[src/rtl/systolic_ctrl_pkg.sv]
`default_nettype none
// ============================================================================
//  Module   : systolic_ctrl_pkg
//  Brief    : Shared types and helpers for the systolic array sequencer.
//  Revision : 1.0 - initial release
// ============================================================================
package systolic_ctrl_pkg;

    typedef enum logic [2:0] {
        IDLE    = 3'd0,
        CLEAR   = 3'd1,
        FEED    = 3'd2,
        CAPTURE = 3'd3,
        HOLD    = 3'd4
    } state_t;

    localparam logic SEL_A = 1'b0;
    localparam logic SEL_B = 1'b1;

    function automatic int acc_w(input int data_width);
        return 2 * data_width;
    endfunction

endpackage
`default_nettype wire

[src/rtl/systolic_mat_buf.sv]
`default_nettype none
// ============================================================================
//  Module   : systolic_mat_buf
//  Brief    : SIZE x SIZE operand register file; reads column k (COL_READ=1)
//             or row k (COL_READ=0) as a packed vector, element 0 in LSBs.
//  Revision : 1.0 - initial release
// ============================================================================
module systolic_mat_buf #(
    parameter int SIZE       = 3,
    parameter int DATA_WIDTH = 8,
    parameter bit COL_READ   = 1'b1
) (
    input  logic                          clk,
    input  logic                          rst,
    input  logic                          i_wr_en,
    input  logic [$clog2(SIZE)-1:0]       i_wr_row,
    input  logic [$clog2(SIZE)-1:0]       i_wr_col,
    input  logic [DATA_WIDTH-1:0]         i_wr_data,
    input  logic [$clog2(SIZE)-1:0]       i_rd_idx,
    output logic [SIZE*DATA_WIDTH-1:0]    o_rd_vec
);

    logic [DATA_WIDTH-1:0] r_mem [SIZE][SIZE];

    always_ff @(posedge clk) begin
        if (!rst) begin
            for (int i = 0; i < SIZE; i++)
                for (int j = 0; j < SIZE; j++)
                    r_mem[i][j] <= '0;
        end else if (i_wr_en && (int'(i_wr_row) < SIZE) && (int'(i_wr_col) < SIZE)) begin
            r_mem[i_wr_row][i_wr_col] <= i_wr_data;
        end
    end

    generate
        if (COL_READ) begin : g_col
            always_comb begin
                o_rd_vec = '0;
                for (int i = 0; i < SIZE; i++)
                    o_rd_vec[i*DATA_WIDTH +: DATA_WIDTH] = r_mem[i][i_rd_idx];
            end
        end else begin : g_row
            always_comb begin
                o_rd_vec = '0;
                for (int j = 0; j < SIZE; j++)
                    o_rd_vec[j*DATA_WIDTH +: DATA_WIDTH] = r_mem[i_rd_idx][j];
            end
        end
    endgenerate

endmodule
`default_nettype wire

[src/rtl/systolic_seq_ctrl.sv]
`default_nettype none
// ============================================================================
//  Module   : systolic_seq_ctrl
//  Brief    : Sequencer for a broadcast SIZE x SIZE systolic array computing
//             C = A x B. Optional macro SYS_CTRL_PERF_EN adds perf counters.
//             Packing: arr_a/arr_b element i at [i*DW +: DW]; arr_c/res_c
//             element (i,j) at [(i*SIZE+j)*2DW +: 2DW].
//  Revision : 1.0 - initial release
// ============================================================================
module systolic_seq_ctrl
    import systolic_ctrl_pkg::*;
#(
    parameter int SIZE       = 3,
    parameter int DATA_WIDTH = 8
) (
    input  logic                                       clk,
    input  logic                                       rst,
    input  logic                                       ld_en,
    input  logic                                       ld_sel,
    input  logic [$clog2(SIZE)-1:0]                    ld_row,
    input  logic [$clog2(SIZE)-1:0]                    ld_col,
    input  logic signed [DATA_WIDTH-1:0]               ld_data,
    input  logic                                       start,
    output logic                                       start_ready,
    output logic                                       busy,
    output logic                                       arr_clear,
    output logic [SIZE*DATA_WIDTH-1:0]                 arr_a,
    output logic [SIZE*DATA_WIDTH-1:0]                 arr_b,
    input  logic [SIZE*SIZE*acc_w(DATA_WIDTH)-1:0]     arr_c,
    output logic                                       res_valid,
    input  logic                                       res_ready,
`ifdef SYS_CTRL_PERF_EN
    output logic [31:0]                                perf_cycles,
    output logic [15:0]                                perf_jobs,
`endif
    output logic [SIZE*SIZE*acc_w(DATA_WIDTH)-1:0]     res_c
);

    localparam int                IDX_W      = $clog2(SIZE);
    localparam logic [IDX_W-1:0]  c_k_last   = IDX_W'(SIZE - 1);

    state_t                       r_state;
    logic [IDX_W-1:0]             r_k;
    logic                         w_idle;
    logic                         w_wr_a;
    logic                         w_wr_b;
    logic [IDX_W-1:0]             w_rd_idx;
    logic [SIZE*DATA_WIDTH-1:0]   w_col_a;
    logic [SIZE*DATA_WIDTH-1:0]   w_row_b;

    assign w_idle = (r_state == IDLE);
    assign w_wr_a = ld_en && w_idle && (ld_sel == SEL_A);
    assign w_wr_b = ld_en && w_idle && (ld_sel == SEL_B);
    // Operands are registered one step ahead: CLEAR fetches k=0, FEED fetches k+1.
    assign w_rd_idx = (r_state == CLEAR) ? '0 : (r_k + IDX_W'(1));

    systolic_mat_buf #(
        .SIZE       (SIZE),
        .DATA_WIDTH (DATA_WIDTH),
        .COL_READ   (1'b1)
    ) u_buf_a (
        .clk       (clk),
        .rst       (rst),
        .i_wr_en   (w_wr_a),
        .i_wr_row  (ld_row),
        .i_wr_col  (ld_col),
        .i_wr_data (ld_data),
        .i_rd_idx  (w_rd_idx),
        .o_rd_vec  (w_col_a)
    );

    systolic_mat_buf #(
        .SIZE       (SIZE),
        .DATA_WIDTH (DATA_WIDTH),
        .COL_READ   (1'b0)
    ) u_buf_b (
        .clk       (clk),
        .rst       (rst),
        .i_wr_en   (w_wr_b),
        .i_wr_row  (ld_row),
        .i_wr_col  (ld_col),
        .i_wr_data (ld_data),
        .i_rd_idx  (w_rd_idx),
        .o_rd_vec  (w_row_b)
    );

    always_ff @(posedge clk) begin
        if (!rst) begin
            r_state     <= IDLE;
            r_k         <= '0;
            start_ready <= 1'b1;
            busy        <= 1'b0;
            arr_clear   <= 1'b0;
            arr_a       <= '0;
            arr_b       <= '0;
            res_valid   <= 1'b0;
            res_c       <= '0;
        end else begin
            case (r_state)
                IDLE: begin
                    if (start) begin
                        r_state     <= CLEAR;
                        start_ready <= 1'b0;
                        busy        <= 1'b1;
                        arr_clear   <= 1'b1;
                    end
                end
                CLEAR: begin
                    r_state   <= FEED;
                    r_k       <= '0;
                    arr_clear <= 1'b0;
                    arr_a     <= w_col_a;
                    arr_b     <= w_row_b;
                end
                FEED: begin
                    if (r_k == c_k_last) begin
                        r_state <= CAPTURE;
                        r_k     <= '0;
                        arr_a   <= '0;
                        arr_b   <= '0;
                    end else begin
                        r_k   <= r_k + IDX_W'(1);
                        arr_a <= w_col_a;
                        arr_b <= w_row_b;
                    end
                end
                CAPTURE: begin
                    r_state   <= HOLD;
                    res_c     <= arr_c;
                    res_valid <= 1'b1;
                end
                HOLD: begin
                    if (res_ready) begin
                        r_state     <= IDLE;
                        res_valid   <= 1'b0;
                        busy        <= 1'b0;
                        start_ready <= 1'b1;
                    end
                end
                default: begin
                    r_state <= IDLE;
                end
            endcase
        end
    end

`ifdef SYS_CTRL_PERF_EN
    logic [31:0] r_cyc;

    // r_cyc starts at 1 so the start-acceptance cycle itself is counted.
    always_ff @(posedge clk) begin
        if (!rst) begin
            r_cyc       <= '0;
            perf_cycles <= '0;
            perf_jobs   <= '0;
        end else begin
            if (w_idle && start)
                r_cyc <= 32'd1;
            else if (busy)
                r_cyc <= r_cyc + 32'd1;
            if ((r_state == HOLD) && res_ready) begin
                perf_cycles <= r_cyc + 32'd1;
                perf_jobs   <= perf_jobs + 16'd1;
            end
        end
    end
`endif

endmodule
`default_nettype wire

[config.mk]
export PLATFORM = sky130hd
export DESIGN_NAME = systolic_seq_ctrl
export DESIGN_NICKNAME = d
export VERILOG_FILES = /design/src/rtl/systolic_ctrl_pkg.sv /design/src/rtl/systolic_mat_buf.sv /design/src/rtl/systolic_seq_ctrl.sv
export SDC_FILE = /design/constraint.sdc
export NUM_CORES = 1
export LEC_CHECK = 0
export ABC_AREA = 0
export CORE_MARGIN = 5
export CORE_UTILIZATION = 30
export DETAILED_ROUTE_END_ITERATION = 8
export GPL_ROUTABILITY_DRIVEN = 0
export PLACE_DENSITY = 0.59
export SLEW_MARGIN = 10
export SYNTH_ARGS = -nofsm -noshare
export SYNTH_HDL_FRONTEND = slang
export SYNTH_SLANG_ARGS = --single-unit
[constraint.sdc]
create_clock -name clk -period 3.12 [get_ports clk]
set_clock_uncertainty 0.15 [all_clocks]
set_input_delay 0.468 -clock clk [delete_from_list [all_inputs] [get_ports clk]]
set_output_delay 0.468 -clock clk [all_outputs]
set_load 0.05 [all_outputs]
# Word level (Yosys, flattened, before mapping)
# Memories as Yosys holds them, arrays and structs flattened.
# Index checks and enable logic that the tools add are counted.
dict set report word_totals {
  reg_bits 201
  input_bits 162
  ram_bits 144
  mem_count 2
}
# name words word_bits rd rd_clocked_by_memory_dff wr line
set mem_list {}
lappend mem_list {u_buf_a.r_mem 3 24 3 0 3 systolic_mat_buf.sv:23} ;# logic [DATA_WIDTH-1:0] r_mem [SIZE][SIZE];
lappend mem_list {u_buf_b.r_mem 3 24 1 0 3 systolic_mat_buf.sv:23}
dict set report classes {
  n_lt_le_gt_ge 5
  n_reduce_logical 19
  n_eq_ne 8
  n_addsub 1
  bitwise 3
  mux 43
}
# cell count
set ops {}
lappend ops {{24-bit two-way mux} 8}
lappend ops {{24-bit one-hot mux with 2 select lines} 2}
lappend ops {{8-bit two-way mux} 7}
lappend ops {{8-bit binary-select mux with 2-bit select} 3}
lappend ops {{24-bit OR reduction} 2}
lappend ops {{8-bit demux with 2-bit select} 1}
lappend ops {{3-bit one-hot mux with 5 select lines} 1}
lappend ops {{1-bit two-way mux} 9}
lappend ops {{3-bit two-way mux} 3}
lappend ops {{1-bit logical AND} 8}
lappend ops {{2-bit two-way mux} 4}
lappend ops {{1-bit one-hot mux with 2 select lines} 4}
lappend ops {{2-bit nonzero test} 4}
lappend ops {{3-bit by 2-bit == test with 1-bit output, second input constant} 2}
lappend ops {{3-bit >= comparator, second input constant} 2}
lappend ops {{2-bit inequality test, second input constant} 3}
lappend ops {{2-bit inverter with 3-bit output} 2}
lappend ops {{3-bit AND reduction} 2}
lappend ops {{2-bit less-than comparator, second input constant} 2}
lappend ops {{2-bit one-hot mux with 2 select lines} 1}
lappend ops {{2-bit AND reduction} 2}
lappend ops {{3-bit by 1-bit == test with 1-bit output, second input constant} 1}
lappend ops {{3-bit == test, second input constant} 1}
lappend ops {{3-bit logical NOT} 1}
lappend ops {{other kinds (4)} 4}

# Logic depth before layout (Yosys ltp)
# Gate-level depths: netlist (run 1).
dict set report logic_depth {
  ltp_word 10
  mapped_depth 9
}

# By module
# Synthesis (run 1) repeated with hierarchy kept, for this count alone.
dict set report hier_totals {
  hier_cells 1371
  area_unflattened_um2 15009.4
}
# mod area_per_inst_um2 cells_per_inst n_inst
set modules_own_cells {}
lappend modules_own_cells {systolic_seq_ctrl 7654.8 898 1}
lappend modules_own_cells {{systolic_mat_buf at u_buf_b} 4075.2 235 1}
lappend modules_own_cells {{systolic_mat_buf at u_buf_a} 3279.4 238 1}

# Worst setup path after synthesis (run 1)
# Ideal clock, no wire load.
dict set report synth_timing {
  kind {reg-to-reg}
  start {reg r_k[0]}
  end {reg arr_b[10]}
  path_slack_ns 0.547
  required_ns 2.869
  stages_incl_launch_ff 9
  arrival_ns 2.322
  period_less_slack_ns 2.573
  cell_sequence {dfxtp_1 buf_2 clkinv_1 buf_1 ha_1 nor3b_1 clkbuf_1 a21oi_1 o41ai_1}
}
dict set report synth_between {
  elab_chain_cells 5
  word_cells_on_any_way 6
}
# item line
set synth_lines {}
lappend synth_lines {{start, declared} systolic_seq_ctrl.sv:43} ;# logic [IDX_W-1:0] r_k;
lappend synth_lines {{start signal, assigned} systolic_seq_ctrl.sv:122} ;# r_k <= r_k + IDX_W'(1);
lappend synth_lines {{2-bit by 1-bit adder with 2-bit output} systolic_seq_ctrl.sv:55} ;# assign w_rd_idx = (r_state == CLEAR) ? '0 : (r_k + IDX_W'(1));
lappend synth_lines {{2-bit two-way mux} systolic_seq_ctrl.sv:55}
lappend synth_lines {{memory read 3 x 24 bit} --}
lappend synth_lines {{24-bit two-way mux} systolic_seq_ctrl.sv:116} ;# if (r_k == c_k_last) begin
lappend synth_lines {{24-bit one-hot mux with 2 select lines (*)} systolic_seq_ctrl.sv:99} ;# case (r_state)
lappend synth_lines {{end signal, assigned} systolic_seq_ctrl.sv:113} ;# arr_b <= w_row_b;
lappend synth_lines {{end signal, assigned} systolic_seq_ctrl.sv:124} ;# arr_b <= w_row_b;
lappend synth_lines {{end, declared} systolic_seq_ctrl.sv:28} ;# output logic [SIZE*DATA_WIDTH-1:0] arr_b,
# Mark *: on every way between the ends. The rest lies on a longest branch, timed or not.
# A chain may end at the register's enable or synchronous reset.

# Worst setup path after layout (run 1)
dict set report layout_timing {
  start {reg r_k[0]}
  end {reg arr_a[3]}
}
dict set report layout_between {
  elab_chain_cells 8
  word_cells_on_any_way 9
}
# item line
set layout_lines {}
lappend layout_lines {{2-bit by 1-bit adder with 2-bit output} systolic_seq_ctrl.sv:55}
lappend layout_lines {{2-bit two-way mux} systolic_seq_ctrl.sv:55}
lappend layout_lines {{2-bit inverter with 3-bit output (implied by the code)} systolic_mat_buf.sv:40} ;# o_rd_vec[i*DATA_WIDTH +: DATA_WIDTH] = r_mem[i][i_rd_idx];
lappend layout_lines {{8-bit binary-select mux with 2-bit select} systolic_mat_buf.sv:40}
lappend layout_lines {{8-bit two-way mux (implied by the code) (2 in series)} systolic_mat_buf.sv:40}
lappend layout_lines {{24-bit two-way mux} systolic_seq_ctrl.sv:116}
lappend layout_lines {{24-bit one-hot mux with 2 select lines (*)} systolic_seq_ctrl.sv:99}
lappend layout_lines {{end signal, assigned} systolic_seq_ctrl.sv:112} ;# arr_a <= w_col_a;
lappend layout_lines {{end signal, assigned} systolic_seq_ctrl.sv:123} ;# arr_a <= w_col_a;
lappend layout_lines {{end, declared} systolic_seq_ctrl.sv:27} ;# output logic [SIZE*DATA_WIDTH-1:0] arr_a,
# Mark *: on every way between the ends. The rest lies on a longest branch, timed or not. The select of a mux whose other input is x is not followed.

==> qor.yml, run 1 <==
clocking:
  cts_hold_buf: 0
  worstSkewPairLatency_ns: 0.59
  cts_resized: 0
  clkTransAtPathRegs_ns: 0.06
  clockBufferDepth: 3
  cts.htree.levels: 2
  tritoncts: "yes"
  cts-root-buf: "clkbuf_16"
  clkSinkCount: 369
  postCtsSetupRepairBufs: 0
  cts_buffers: 43
place:
  io_buffers: 357
  dp_hpwl_um: 35400
  dp_cells: 2532
pwr:
  ir_drop_v: 0.000367
  power_density_mw_per_mm2: 574
  power_leakage_nw: 7.48
sta:
  rsz0062_at_grt: "false"
  slew_viol_final: 0
  fin_hold_ws_ns: 0.274
  maxSlewHeadroom: 0.356
  tightest_slew_ns: 0.966
  setup_viol: 0
  final_hold_viol_count: 0
  finalCritPeriodShare: 0.854
  fin_crit_ns: 2.66
  fmaxAchievable_ghz: 0.375
  setup-tns-final_ns: 0
setup_path:
  cp-start-kind: "flop"
  worstPathMaxFanout: 28
  path_class: "reg2reg"
  rr_worst_depth: 6
  cp-end-kind: "flop"
  critPathRequiredTime_ns: 3.43
  critical_path_arrival_ns: 2.98
global_route:
  antenna_found_initial: 1
  grt_pass1_wl_um: 78500
  grt.total_usage: 0.175
  grt-ovfl-total: 0
  grt_max_degree: 105
  first_global_vias: 12500
routing:
  via_count: 13100
  detail_route.wl_per_cell_um: 20.1
  drtAntennaViolNets: 0
  via_per_inst: 5.00
  drt-pass1-iter-count: 8
  drt_iter0_drc: 1067
  routed_wl_um: 52600
  drc: 0
logic_synthesis:
  synth-edff-count: 168
  async_flop_share: 0
  avgSynthCellArea_um2: 10.1
  synth_seq_area_share: 0.580
  netlist_area_mm2: 0.0156
  synth_cell_type_count: 42
  synth-main-ff-cell: "dfxtp_1"
  synth_cells: 1548
  yosysWarnings: 0
  synth_seq_cells: 369
floorplan:
  core_mm2: 0.0515
  io_pins: 358
  rows: 83
  die_area_mm2: 0.0568
  initial_core_util: 0.303
  die_h_um: 238
  die_w_um: 238
worst_hold_path:
  holdPathStages: 3
  hp-class: "in2reg"
finish:
  fin_cells: 2613
  n_fill_cell: 4947
  seq_area_mm2: 0.00907
  final_nets: 2062
  multiInputGateArea_mm2: 0.00612
  final_layout_size_suffix_gt1_frac: 0.0678
  syn2layout_area_growth_pct: 38.3
outcome:
  outcome: "finished clean"
flow_run:
  maxCapViolations: 0
sequential cells by signal, summed over array words and instances (netlist names):
signal         count
res_c            144
arr_b             24
r_state            3
start_ready        1
r_k                2
arr_a             24
u_buf_b.r_mem     96
u_buf_a.r_mem     72
busy               1
arr_clear          1
res_valid          1
logic make-up after synthesis:
logic type | share of synthesized area
XOR/XNOR | 0.000561
buffers and inverters | 0.0355
adder cells (fa/ha/maj) | 0.00240
other | 0.000240
multiplexers | 0.000640
AO/OA/AOI/OAI | 0.191
AND/OR/NAND/NOR | 0.189
flip-flops | 0.580
path summary, 6_finish.rpt:
check	from	to	slack, ns
setup / recovery	r_k[0]	arr_a[3]	0.46
hold / removal	rst	start_ready	0.27
setup reg to reg	r_k[0]	arr_a[3]	0.46
hold reg to reg	arr_b[7]	arr_b[7]	0.30
cells in the mapped netlist, types with 2 or more instances:
| master | count | area (um2) |
|---|---|---|
| nor3_1 | 3 | 15.0 |
| a21o_1 | 24 | 180 |
| clkinv_1 | 2 | 7.51 |
| nand4_1 | 7 | 43.8 |
| buf_6 | 5 | 56.3 |
| a211oi_1 | 24 | 180 |
| nor2b_1 | 27 | 169 |
| clkbuf_1 | 97 | 364 |
| nand3_1 | 29 | 145 |
| inv_1 | 4 | 15.0 |
| ha_1 | 3 | 37.5 |
| buf_1 | 8 | 30.0 |
| a222oi_1 | 24 | 240 |
| dfxtp_1 | 201 | 4020 |
| nor3b_1 | 2 | 15.0 |
| o22ai_1 | 2 | 12.5 |
| a22o_1 | 24 | 210 |
| edfxtp_1 | 168 | 5040 |
| a21oi_1 | 55 | 275 |
| nand2b_1 | 25 | 156 |
| a2bb2oi_1 | 2 | 17.5 |
| nand2_1 | 346 | 1300 |
| or3_1 | 24 | 150 |
| buf_2 | 15 | 75.1 |
| o41ai_1 | 24 | 210 |
| and2_1 | 132 | 826 |
| o21ai_0 | 70 | 350 |
| a21boi_0 | 145 | 1090 |
| a221oi_1 | 24 | 210 |
| nor2_1 | 20 | 75.1 |
layout make-up:
type	instances	share of cell area
inverter	6	0.00104
timing repair buffer	407	0.185
multi-input combinational	1070	0.283
clock buffer	56	0.0544
tap	680	0.0394
antenna	1	0.000116
sequential	369	0.420
clock inverter	24	0.0174
routing by layer:
| layer | track usage | wire length, um | up-vias |
|---|---|---|---|
| li1 | - | - | 6167 |
| met1 | 0.223 | 21500 | 6293 |
| met2 | 0.296 | 25400 | 525 |
| met3 | 0.0470 | 4410 | 77 |
| met4 | 0.0473 | 1250 | 2 |
| met5 | 0 | 7 | - |
where the power goes:
group          switching, mW  internal [mW]
sequential             0.129           5.23
combinational          0.986          0.626
clock                   2.15           3.28
total                   3.27           9.14
critical path, stage by stage, from the launching register on:
cell and delay (ns):
dfxtp_4 0.60, clkinv_1 0.21, ha_1 0.33, buf_4 0.26, and3_4 0.48, a222oi_1 0.16, a221oi_1 0.34
cell usage in the layout, fill, tap and decap left out, types with 25 or more instances in the layout:
| master | synthesis | layout |
|---|---|---|
| o21ai_0 | 70 | 70 |
| clkbuf_16 | 0 | 43 |
| nor2b_1 | 27 | 27 |
| dfxtp_1 | 201 | 199 |
| and2_1 | 132 | 131 |
| a21oi_1 | 55 | 55 |
| nand2b_1 | 25 | 25 |
| a21boi_0 | 145 | 145 |
| buf_4 | 1 | 47 |
| nand2_1 | 346 | 345 |
| nand3_1 | 29 | 29 |
| clkdlybuf4s50_1 | 0 | 356 |
| edfxtp_1 | 168 | 168 |
through the flow:
stage | util | instance area (um2) | power [mW] | setup WS [ns]
after CTS | 0.420 | 21600 | 12.6 | 0.427
after detailed placement | 0.389 | 20100 | 7.07 | 0.379
after global routing | 0.420 | 21600 | 12.9 | 0.325
after floorplan | - | 15700 | 6.36 | 0.547
final | 0.420 | 21600 | 12.4 | 0.456
after global placement | 0.389 | 20100 | 7.05 | 0.390
Power figures use the tool's default switching activity.
==> inputs of run 2 (changes only) <==
- ABC_CLOCK_PERIOD_IN_PS: default -> 3120
- GPL_ROUTABILITY_DRIVEN: 0 -> 1
==> results of run 2 <==
The final DEF is identical to that of run 1; final timing and power are the same.
